$ cat src/rtl/viterbi_pkg.sv
// Trellis constants and helpers shared by the Viterbi decoder and its ACS units.
// K=3 uses G0=111/G1=101, K=4 uses G0=1111/G1=1101; generator MSB taps the newest input bit.
package viterbi_pkg;
    localparam int MAX_STATES = 8;
    localparam logic [2:0] G0_K3 = 3'b111;
    localparam logic [2:0] G1_K3 = 3'b101;
    localparam logic [3:0] G0_K4 = 4'b1111;
    localparam logic [3:0] G1_K4 = 4'b1101;

    function automatic int num_states(input logic k4);
        return k4 ? 8 : 4;
    endfunction

    // Encoder output on the branch into state nxt whose dropped (oldest) bit was x.
    function automatic logic [1:0] branch_out(input logic k4, input logic [2:0] nxt, input logic x);
        logic [3:0] r4;
        logic [2:0] r3;
        r4 = {nxt, x};
        r3 = {nxt[1:0], x};
        if (k4) branch_out = {^(r4 & G0_K4), ^(r4 & G1_K4)};
        else    branch_out = {^(r3 & G0_K3), ^(r3 & G1_K3)};
    endfunction

    function automatic logic [1:0] hamming2(input logic [1:0] a, input logic [1:0] b);
        logic [1:0] d;
        d = a ^ b;
        hamming2 = {d[1] & d[0], d[1] ^ d[0]};
    endfunction
endpackage

$ cat src/rtl/viterbi_acs.sv
// Add-compare-select for one trellis state: saturating adds, ties resolve to pred0.
// Purely combinational; no flow control.
module viterbi_acs
    import viterbi_pkg::*;
#(
    parameter int PM_W = 6
) (
    input  logic [PM_W-1:0] pm0_i,
    input  logic [PM_W-1:0] pm1_i,
    input  logic [1:0]      bm0_i,
    input  logic [1:0]      bm1_i,
    output logic [PM_W-1:0] pm_o,
    output logic            dec_o
);
    localparam int SW = PM_W + 1;

    logic [PM_W:0]   s0, s1;
    logic [PM_W-1:0] c0, c1;

    assign s0 = {1'b0, pm0_i} + SW'(bm0_i);
    assign s1 = {1'b0, pm1_i} + SW'(bm1_i);
    assign c0 = s0[PM_W] ? '1 : s0[PM_W-1:0];
    assign c1 = s1[PM_W] ? '1 : s1[PM_W-1:0];

    assign dec_o = c1 < c0;
    assign pm_o  = dec_o ? c1 : c0;
endmodule

$ cat src/rtl/viterbi_decoder.sv
// Hard-decision register-exchange Viterbi decoder, K=3/K=4; one bit out TB_DEPTH symbols after input, no backpressure.
// Optional VITERBI_ERR_COUNT_EN adds a saturating err_count of the per-symbol minimum metric increment.
module viterbi_decoder
    import viterbi_pkg::*;
#(
    parameter int TB_DEPTH = 16,
    parameter int PM_W     = 6
) (
    input  logic       clk,
    input  logic       rst,
    input  logic       in_valid,
    input  logic [1:0] encoded_bits,
    input  logic       choose_constraint_length,
    output logic       out_valid,
    output logic       decoded_bit
`ifdef VITERBI_ERR_COUNT_EN
    ,
    output logic [15:0] err_count
`endif
);
    localparam int                FILL_W    = $clog2(TB_DEPTH + 1);
    localparam logic [PM_W-1:0]   PM_INIT   = {1'b1, {(PM_W-1){1'b0}}};
    localparam logic [FILL_W-1:0] FILL_FULL = FILL_W'(TB_DEPTH);

    logic [PM_W-1:0]       pm_q   [MAX_STATES];
    logic [PM_W-1:0]       pm_d   [MAX_STATES];
    logic [PM_W-1:0]       acs_pm [MAX_STATES];
    logic [TB_DEPTH-1:0]   surv_q [MAX_STATES];
    logic [TB_DEPTH-1:0]   surv_d [MAX_STATES];
    logic [MAX_STATES-1:0] acs_dec;
    logic [MAX_STATES-1:0] act;
    logic [FILL_W-1:0]     fill_q;
    logic                  mode_q, mode_set_q, upd_q, out_valid_q, decoded_q;
    logic                  k4, found;
    logic [PM_W-1:0]       min_pm;
    logic [2:0]            best;

    // The first accepted symbol decodes with the live mode input while it is being latched.
    assign k4 = mode_set_q ? mode_q : choose_constraint_length;

    for (genvar n = 0; n < MAX_STATES; n++) begin : g_state
        localparam logic [2:0] N = 3'(n);
        logic [2:0] p0, p1, win;
        logic [1:0] bm0, bm1;

        assign p0     = k4 ? {N[1:0], 1'b0} : {1'b0, N[0], 1'b0};
        assign p1     = p0 | 3'd1;
        assign bm0    = hamming2(encoded_bits, branch_out(k4, N, 1'b0));
        assign bm1    = hamming2(encoded_bits, branch_out(k4, N, 1'b1));
        assign act[n] = (n < num_states(k4));

        viterbi_acs #(.PM_W(PM_W)) u_acs (
            .pm0_i (pm_q[p0]),
            .pm1_i (pm_q[p1]),
            .bm0_i (bm0),
            .bm1_i (bm1),
            .pm_o  (acs_pm[n]),
            .dec_o (acs_dec[n])
        );

        assign win       = acs_dec[n] ? p1 : p0;
        assign surv_d[n] = act[n] ? {surv_q[win][TB_DEPTH-2:0], (k4 ? N[2] : N[1])} : surv_q[n];
    end

    always_comb begin
        min_pm = acs_pm[0];
        for (int i = 1; i < MAX_STATES; i++) begin
            if (act[i] && acs_pm[i] < min_pm) min_pm = acs_pm[i];
        end
        for (int i = 0; i < MAX_STATES; i++) begin
            pm_d[i] = act[i] ? acs_pm[i] - min_pm : pm_q[i];
        end
    end

    always_comb begin
        best  = '0;
        found = 1'b0;
        for (int i = 0; i < MAX_STATES; i++) begin
            if (!found && act[i] && pm_q[i] == '0) begin
                best  = 3'(i);
                found = 1'b1;
            end
        end
    end

    always_ff @(posedge clk) begin
        if (rst) begin
            for (int i = 0; i < MAX_STATES; i++) begin
                pm_q[i]   <= (i == 0) ? '0 : PM_INIT;
                surv_q[i] <= '0;
            end
            fill_q      <= '0;
            mode_q      <= 1'b0;
            mode_set_q  <= 1'b0;
            upd_q       <= 1'b0;
            out_valid_q <= 1'b0;
            decoded_q   <= 1'b0;
        end else begin
            upd_q       <= in_valid;
            out_valid_q <= upd_q && (fill_q == FILL_FULL);
            if (upd_q && (fill_q == FILL_FULL)) decoded_q <= surv_q[best][TB_DEPTH-1];
            if (in_valid) begin
                pm_q       <= pm_d;
                surv_q     <= surv_d;
                mode_q     <= k4;
                mode_set_q <= 1'b1;
                if (fill_q != FILL_FULL) fill_q <= fill_q + 1'b1;
            end
        end
    end

    assign out_valid   = out_valid_q;
    assign decoded_bit = decoded_q;

`ifdef VITERBI_ERR_COUNT_EN
    logic [15:0] err_q;
    logic [16:0] err_sum;

    assign err_sum   = {1'b0, err_q} + 17'(min_pm);
    assign err_count = err_q;

    always_ff @(posedge clk) begin
        if (rst)           err_q <= '0;
        else if (in_valid) err_q <= err_sum[16] ? 16'hFFFF : err_sum[15:0];
    end
`endif
endmodule

$ cat config.mk
export PLATFORM = sky130hd
export DESIGN_NAME = viterbi_decoder
export DESIGN_NICKNAME = d
export VERILOG_FILES = /design/src/rtl/viterbi_pkg.sv /design/src/rtl/viterbi_acs.sv /design/src/rtl/viterbi_decoder.sv
export SDC_FILE = /design/constraint.sdc
export NUM_CORES = 1
export LEC_CHECK = 0
export ABC_AREA = 1
export BUFFER_PORTS_ARGS = -buffer_cell sky130_fd_sc_hd__buf_2
export CORE_MARGIN = 4
export CORE_UTILIZATION = 36
export CTS_BUF_LIST = sky130_fd_sc_hd__clkbuf_4
export CTS_CLUSTER_DIAMETER = 120
export DETAILED_ROUTE_END_ITERATION = 8
export PLACE_DENSITY = 0.51
export SLEW_MARGIN = 15
export SYNTH_ARGS = -nofsm -noshare
export SYNTH_HDL_FRONTEND = slang
export SYNTH_SLANG_ARGS = --single-unit
$ cat constraint.sdc
create_clock -name clk -period 40.4 [get_ports clk]
set_input_delay 12.12 -clock clk [delete_from_list [all_inputs] [get_ports clk]]
set_output_delay 12.12 -clock clk [all_outputs]
set_load 0.005 [all_outputs]
==> results of run 1 <==
[metrics by stage]
stage	hold slack [ns]	instances	worst slack [ns]	util
after CTS	0.479	3155	14.84	0.380
final	0.474	3156	14.61	0.380
after global placement	0.453	3123	14.72	0.374
after global routing	0.494	3156	13.42	0.380
after floorplan	0.439	2614	16.86	-
after detailed placement	0.457	3123	14.16	0.374
[cells in the mapped netlist (all sizes together)]
master | instances | area [um2]
inv | 387 | 1450
nor3 | 14 | 70.1
nor4 | 10 | 62.6
o22ai | 5 | 31.3
o221ai | 11 | 96.3
or2 | 13 | 81.3
nand4 | 11 | 68.8
o211ai | 52 | 390
ha | 122 | 1530
o21a | 11 | 91.3
clkbuf | 74 | 278
nand3 | 219 | 1210
fa | 8 | 160
nor2 | 186 | 773
mux2 | 2 | 22.5
dfxtp | 179 | 3580
clkinv | 2 | 7.51
a211oi | 7 | 52.6
xor2 | 16 | 140
buf | 33 | 219
o21bai | 28 | 210
nand3b | 7 | 52.6
nor3b | 1 | 7.51
a21oi | 236 | 1240
o31ai | 1 | 7.51
mux2i | 1 | 10.0
xnor2 | 17 | 149
and3 | 1 | 6.26
a21boi | 8 | 60.1
a31oi | 5 | 31.3
nand2 | 690 | 2740
o21ai | 257 | 1320
[state kept, by name (all words and copies together) (netlist names)]
signal,count
decoded_bit,1
fill_q,5
mode_q,1
mode_set_q,1
out_valid,1
pm_q,48
surv_q,121
upd_q,1
[layout make-up]
type / count / area, um2 / share of cell area
clock buffer: 17 / 128 / 0.00758
inverter: 389 / 1460 / 0.0867
antenna: 1 / 2.50 / 0.000149
multi-input combinational: 1939 / 10600 / 0.630
sequential: 179 / 3580 / 0.213
timing repair buffer: 24 / 165 / 0.00980
tap: 592 / 741 / 0.0440
clock inverter: 15 / 154 / 0.00914
[worst max-delay path: cells and delay by family]
kind / cells / cell delay (ns)
AND/OR/NAND/NOR: 31 / 4.11
adder cells (fa/ha/maj): 13 / 4.22
XOR/XNOR: 1 / 0.42
AO/OA/AOI/OAI: 14 / 4.11
buffers and inverters: 13 / 1.39
[final timing paths]
kind	from	to	slack, ns	cells past startpoint
setup / recovery	encoded_bits[0]	pm_q[32]	14.61	72
hold / removal	mode_set_q	mode_set_q	0.47	2
setup reg to reg	mode_set_q	pm_q[32]	26.62	68
hold reg to reg	mode_set_q	mode_set_q	0.47	2
[cells by family after synthesis]
group	synth area share
AND/OR/NAND/NOR	0.314
AO/OA/AOI/OAI	0.219
buffers and inverters	0.121
flip-flops	0.222
adder cells (fa/ha/maj)	0.104
XOR/XNOR	0.0179
multiplexers	0.00201
[routing by layer]
metal	global-route usage	vias up	part of all wire
li1	-	8418	-
met1	0.322	7811	0.48
met2	0.383	370	0.45
met3	0.0268	72	0.038
met4	0.0718	0	0.027
met5	0	-	0
==> metrics.md, run 1 <==
| Metric | Value |
|---|---|
| Post-route cell area | `16,800 um2` |
| Resized cells post-CTS | `0` |
| DIE AREA | `48,300 um2` |
| Ratio of cells with drive above 1 in the final layout | `0.0679` |
| First-pass GRT wire length | `88,400 um` |
| Critical Setup Path Class | `in2reg` |
| Final max-slew violation count | `0` |
| Count of endpoints failing setup in the final report | `0` |
| Warnings, synthesis | `0` |
| Avg WL per Cell | `18.0 um` |
| Number of different library cells in the post-synthesis netlist | `52` |
| Critical Path Most Common Cell | `ha_1` |
| Die width | `220 um` |
| Maximum net fanout on the critical path | `35` |
| Cell chosen for the clock root | `clkbuf_4` |
| Slowest stage delay, CP | `0.63 ns` |
| I/O pins | `8` |
| Clock latency at the later pin of the worst-skew pair | `0.67 ns` |
| Deepest level of the CTS H-tree | `4` |
| Post-Route Skew | `0.0349 ns` |
| Filler cells | `4,930` |
| Antenna violations before repair | `1` |
| Synthesized flop and latch total | `179` |
| Clock buffers created by TritonCTS | `17` |
| Worst-path cell with the longest stage delay | `ha_1` |
| RSZ-0062 raised after global routing | `no` |
| Clk sinks | `179` |
| Final HPWL from detailed placement | `42,300 um` |
| Vert. Die Dim | `220 um` |
| Commonest non-fill, non-tap cell in the layout | `nand2_1` |
| Maximum clock rate | `38.8 MHz` |
| Maximum number of pins on one net before global-route repair | `79` |
| Tightest Hold Check Type | `reg2reg` |
| Netlist area before placement | `16,100 um2` |
| Number of global-route vias before repair | `15,578` |
| Standard cell area after detailed placement | `16,600 um2` |
| Required time of the critical path | `41.02 ns` |
| Via density per instance | `5.28` |
| Top library cells by usage in the layout, fill and taps aside | `646 x nand2_1, 370 x inv_1, 229 x a21oi_1, 224 x o21ai_0, 203 x nand3_1` |
| Setup tns final | `0 ns` |
| Total routing usage reported by global routing | `0.234` |
| TritonCTS clock tree | `done` |
| Total wire length | `56,700 um` |
| Max Cap Viol | `0` |
| Number of instances in the synthesized netlist | `2,614` |
| Floorplan Core Area | `44,300 um2` |
| Critical path endpoint category | `flop` |
| Result of the run | `complete, no violations` |
| Final worst-path cycle share | `0.638` |
| # hold bufs at CTS | `0` |
| Post-layout min period | `25.79 ns` |
| DR vias | `16,671` |
| CP startpoint kind | `input port` |
| Clk buf depth | `2` |
| Starting Density | `0.364` |
| Number of placement rows | `77` |
| DRC violation count after routing | `0` |
| Port Buffers | `7` |
| Post-DRT Antenna Nets | `0` |
| Mean area per synthesized cell | `6.18 um2` |
| Final number of hold-violating endpoints | `0` |
| Detailed-router iteration count before antenna repair | `5` |
| DRT iter0 DRCs | `1,312` |
| Net count reported at finish | `2,686` |
| Synth Net Count | `2,750` |
| Post-CTS setup repair buffer count | `0` |
| Worst slew margin relative to its limit | `0.226` |
| Part of the Yosys area used for sequential elements | `0.222` |
| Gp weighted congestion | `0.911` |
| Area growth, synth to finish | `4.35%` |
| GRT Residual Overflow | `0` |
| Pin slew with the least headroom to its limit | `1.16 ns` |
| Clock transition time at the flip-flop clock pins of the worst setup and hold paths | `0.16 ns` |
| Data arrival time of the worst path | `26.41 ns` |
Power of run 1 is left out: the tool's default activity adds up to more than one toggle a clock period on the data nets, which glitch-free logic cannot reach.
==> run 2: changes to the inputs <==
Clock period 40.4 ns to 24.1 ns, I/O delays scaled along.
==> metrics.md, run 2 (synthesis results as in run 1) <==
| Metric | Value |
|---|---|
| Die width | `220 um` |
| Vert. Die Dim | `220 um` |
| Max Cap Viol | `0` |
| Pin slew with the least headroom to its limit | `1.22 ns` |
| Number of cells traversed by the worst hold path | `2` |
| Terminating pin of the worst hold path | `surv_q[62]` |
| Deepest level of the CTS H-tree | `4` |
| Reg-to-Reg End | `pm_q[31]` |
| Clock buffers created by TritonCTS | `17` |
| Number of placement rows | `77` |
| Buffers plus inverters on the worst setup path | `12` |
| DIE AREA | `48,300 um2` |
| Standard cell area after detailed placement | `16,600 um2` |
| Post-Route Skew | `0.0389 ns` |
| Clk buf depth | `2` |
| Net count reported at finish | `2,686` |
| Depth of the worst register-to-register path | `63` |
| Filler cells | `4,959` |
| Post-DRT Antenna Nets | `0` |
| Clock transition time at the flip-flop clock pins of the worst setup and hold paths | `0.19 ns` |
| Register containing the most flip-flops in the final layout | `surv_q` |
| Starting Density | `0.364` |
| Setup tns final | `0 ns` |
| Final number of hold-violating endpoints | `0` |
| Maximum net fanout on the critical path | `35` |
| First-pass GRT wire length | `87,700 um` |
| Final HPWL from detailed placement | `42,200 um` |
| CP startpoint kind | `input port` |
| Tightest Hold Check Type | `reg2reg` |
| Maximum clock rate | `48.3 MHz` |
| Post-route cell area | `16,800 um2` |
| Count of endpoints failing setup in the final report | `0` |
| Worst-path cell with the longest stage delay | `ha_1` |
| Final max-slew violation count | `0` |
| DR vias | `16,617` |
| Worst slew margin relative to its limit | `0.184` |
| Critical Path Most Common Cell | `ha_1` |
| TritonCTS clock tree | `done` |
| Data arrival time of the worst path | `21.25 ns` |
| Largest registers | `surv_q: 121 flops, pm_q: 48 flops, fill_q: 5 flops` |
| Instance count on the critical path | `69` |
| Resized cells post-CTS | `0` |
| GRT Residual Overflow | `0` |
| Post-layout min period | `20.69 ns` |
| RSZ-0062 raised after global routing | `no` |
| I/O pins | `8` |
| Via density per instance | `5.26` |
| Port Buffers | `7` |
| Post-CTS setup repair buffer count | `0` |
| Avg WL per Cell | `17.9 um` |
| Ratio of cells with drive above 1 in the final layout | `0.0683` |
| Final worst-path cycle share | `0.858` |
| Clock latency at the later pin of the worst-skew pair | `0.67 ns` |
| Maximum number of pins on one net before global-route repair | `112` |
| Total routing usage reported by global routing | `0.233` |
| Required time of the critical path | `24.66 ns` |
| Hold_sp | `surv_q[62]` |
| Kind of cell with the highest combined delay on the critical path | `adder cells` |
| DRT iter0 DRCs | `1,368` |
| Cell chosen for the clock root | `clkbuf_4` |
| Critical Setup Path Class | `in2reg` |
| Antenna violations before repair | `1` |
| # hold bufs at CTS | `0` |
| DRC violation count after routing | `0` |
| Internal reg-to-reg setup slack | `10.31 ns` |
| Floorplan Core Area | `44,300 um2` |
| Gp weighted congestion | `0.909` |
| Total wire length | `56,600 um` |
| Detailed-router iteration count before antenna repair | `5` |
| Critical path endpoint category | `flop` |
| Commonest non-fill, non-tap cell in the layout | `nand2_1` |
| Max FFs per register | `121` |
| Result of the run | `complete, no violations` |
| Number of global-route vias before repair | `15,376` |
| Top library cells by usage in the layout, fill and taps aside | `646 x nand2_1, 370 x inv_1, 229 x a21oi_1, 224 x o21ai_0, 203 x nand3_1` |
| Area growth, synth to finish | `4.29%` |
| Slowest stage delay, CP | `0.62 ns` |
| Clk sinks | `179` |
| Worst r2r src | `mode_set_q` |
-- run 2: cell count changes in the layout (fill, tap and decap cells not counted), moves of 2 or more --
cell	previous run	this run
clkinv_2	1	3
clkinv_4	1	3
clkinvlp_4	3	1
diode_2	1	3
inv_6	3	1
-- run 2: worst min-delay path: cells and delay by family, from the launching register on --
family	cells	cell delay [ns]
flops	1	0.34
simple gates	1	0.06
compound gates	1	0.05
-- run 2: stage by stage --
step | instances | setup WS [ns] | hold WS [ns] | util
2_1_floorplan | 2614 | 5.45 | 0.439 | -
3_3_place_gp | 3123 | 3.27 | 0.452 | 0.374
3_5_place_dp | 3123 | 2.84 | 0.456 | 0.374
4_1_cts | 3155 | 3.54 | 0.477 | 0.380
5_1_grt | 3157 | 2.26 | 0.501 | 0.380
6_report | 3158 | 3.41 | 0.477 | 0.380
-- run 2: routing by layer --
metal | global-route usage | vias up | wire (um) | part of all wire
li1 | - | 8418 | - | -
met1 | 0.327 | 7818 | 27700 | 0.49
met2 | 0.385 | 334 | 25900 | 0.46
met3 | 0.0236 | 47 | 2050 | 0.036
met4 | 0.0559 | 0 | 1020 | 0.018
met5 | 0 | - | 0 | 0
-- run 2: how the worst max path moves through the flow --
stage | startpoint | endpoint | slack [ns]
2_1_floorplan | encoded_bits[1] | pm_q[28] | 5.45
3_3_place_gp | encoded_bits[0] | pm_q[31] | 3.27
3_5_place_dp | encoded_bits[0] | pm_q[32] | 2.84
4_1_cts | encoded_bits[0] | pm_q[32] | 3.54
5_1_grt | encoded_bits[0] | pm_q[32] | 2.26
6_report | encoded_bits[0] | pm_q[31] | 3.41
-- run 2: final cells by class --
class                           instances  area [um2]  area share
Multi-Input combinational cell       1939       10600       0.630
Sequential cell                       179        3580       0.213
Inverter                              389        1460      0.0868
Tap cell                              592         741      0.0440
Timing Repair Buffer                   24         165     0.00981
Clock buffer                           18         135     0.00803
Clock inverter                         14         131     0.00780
Antenna cell                            3        7.51    0.000446
Power of run 2 is left out for the same reason.
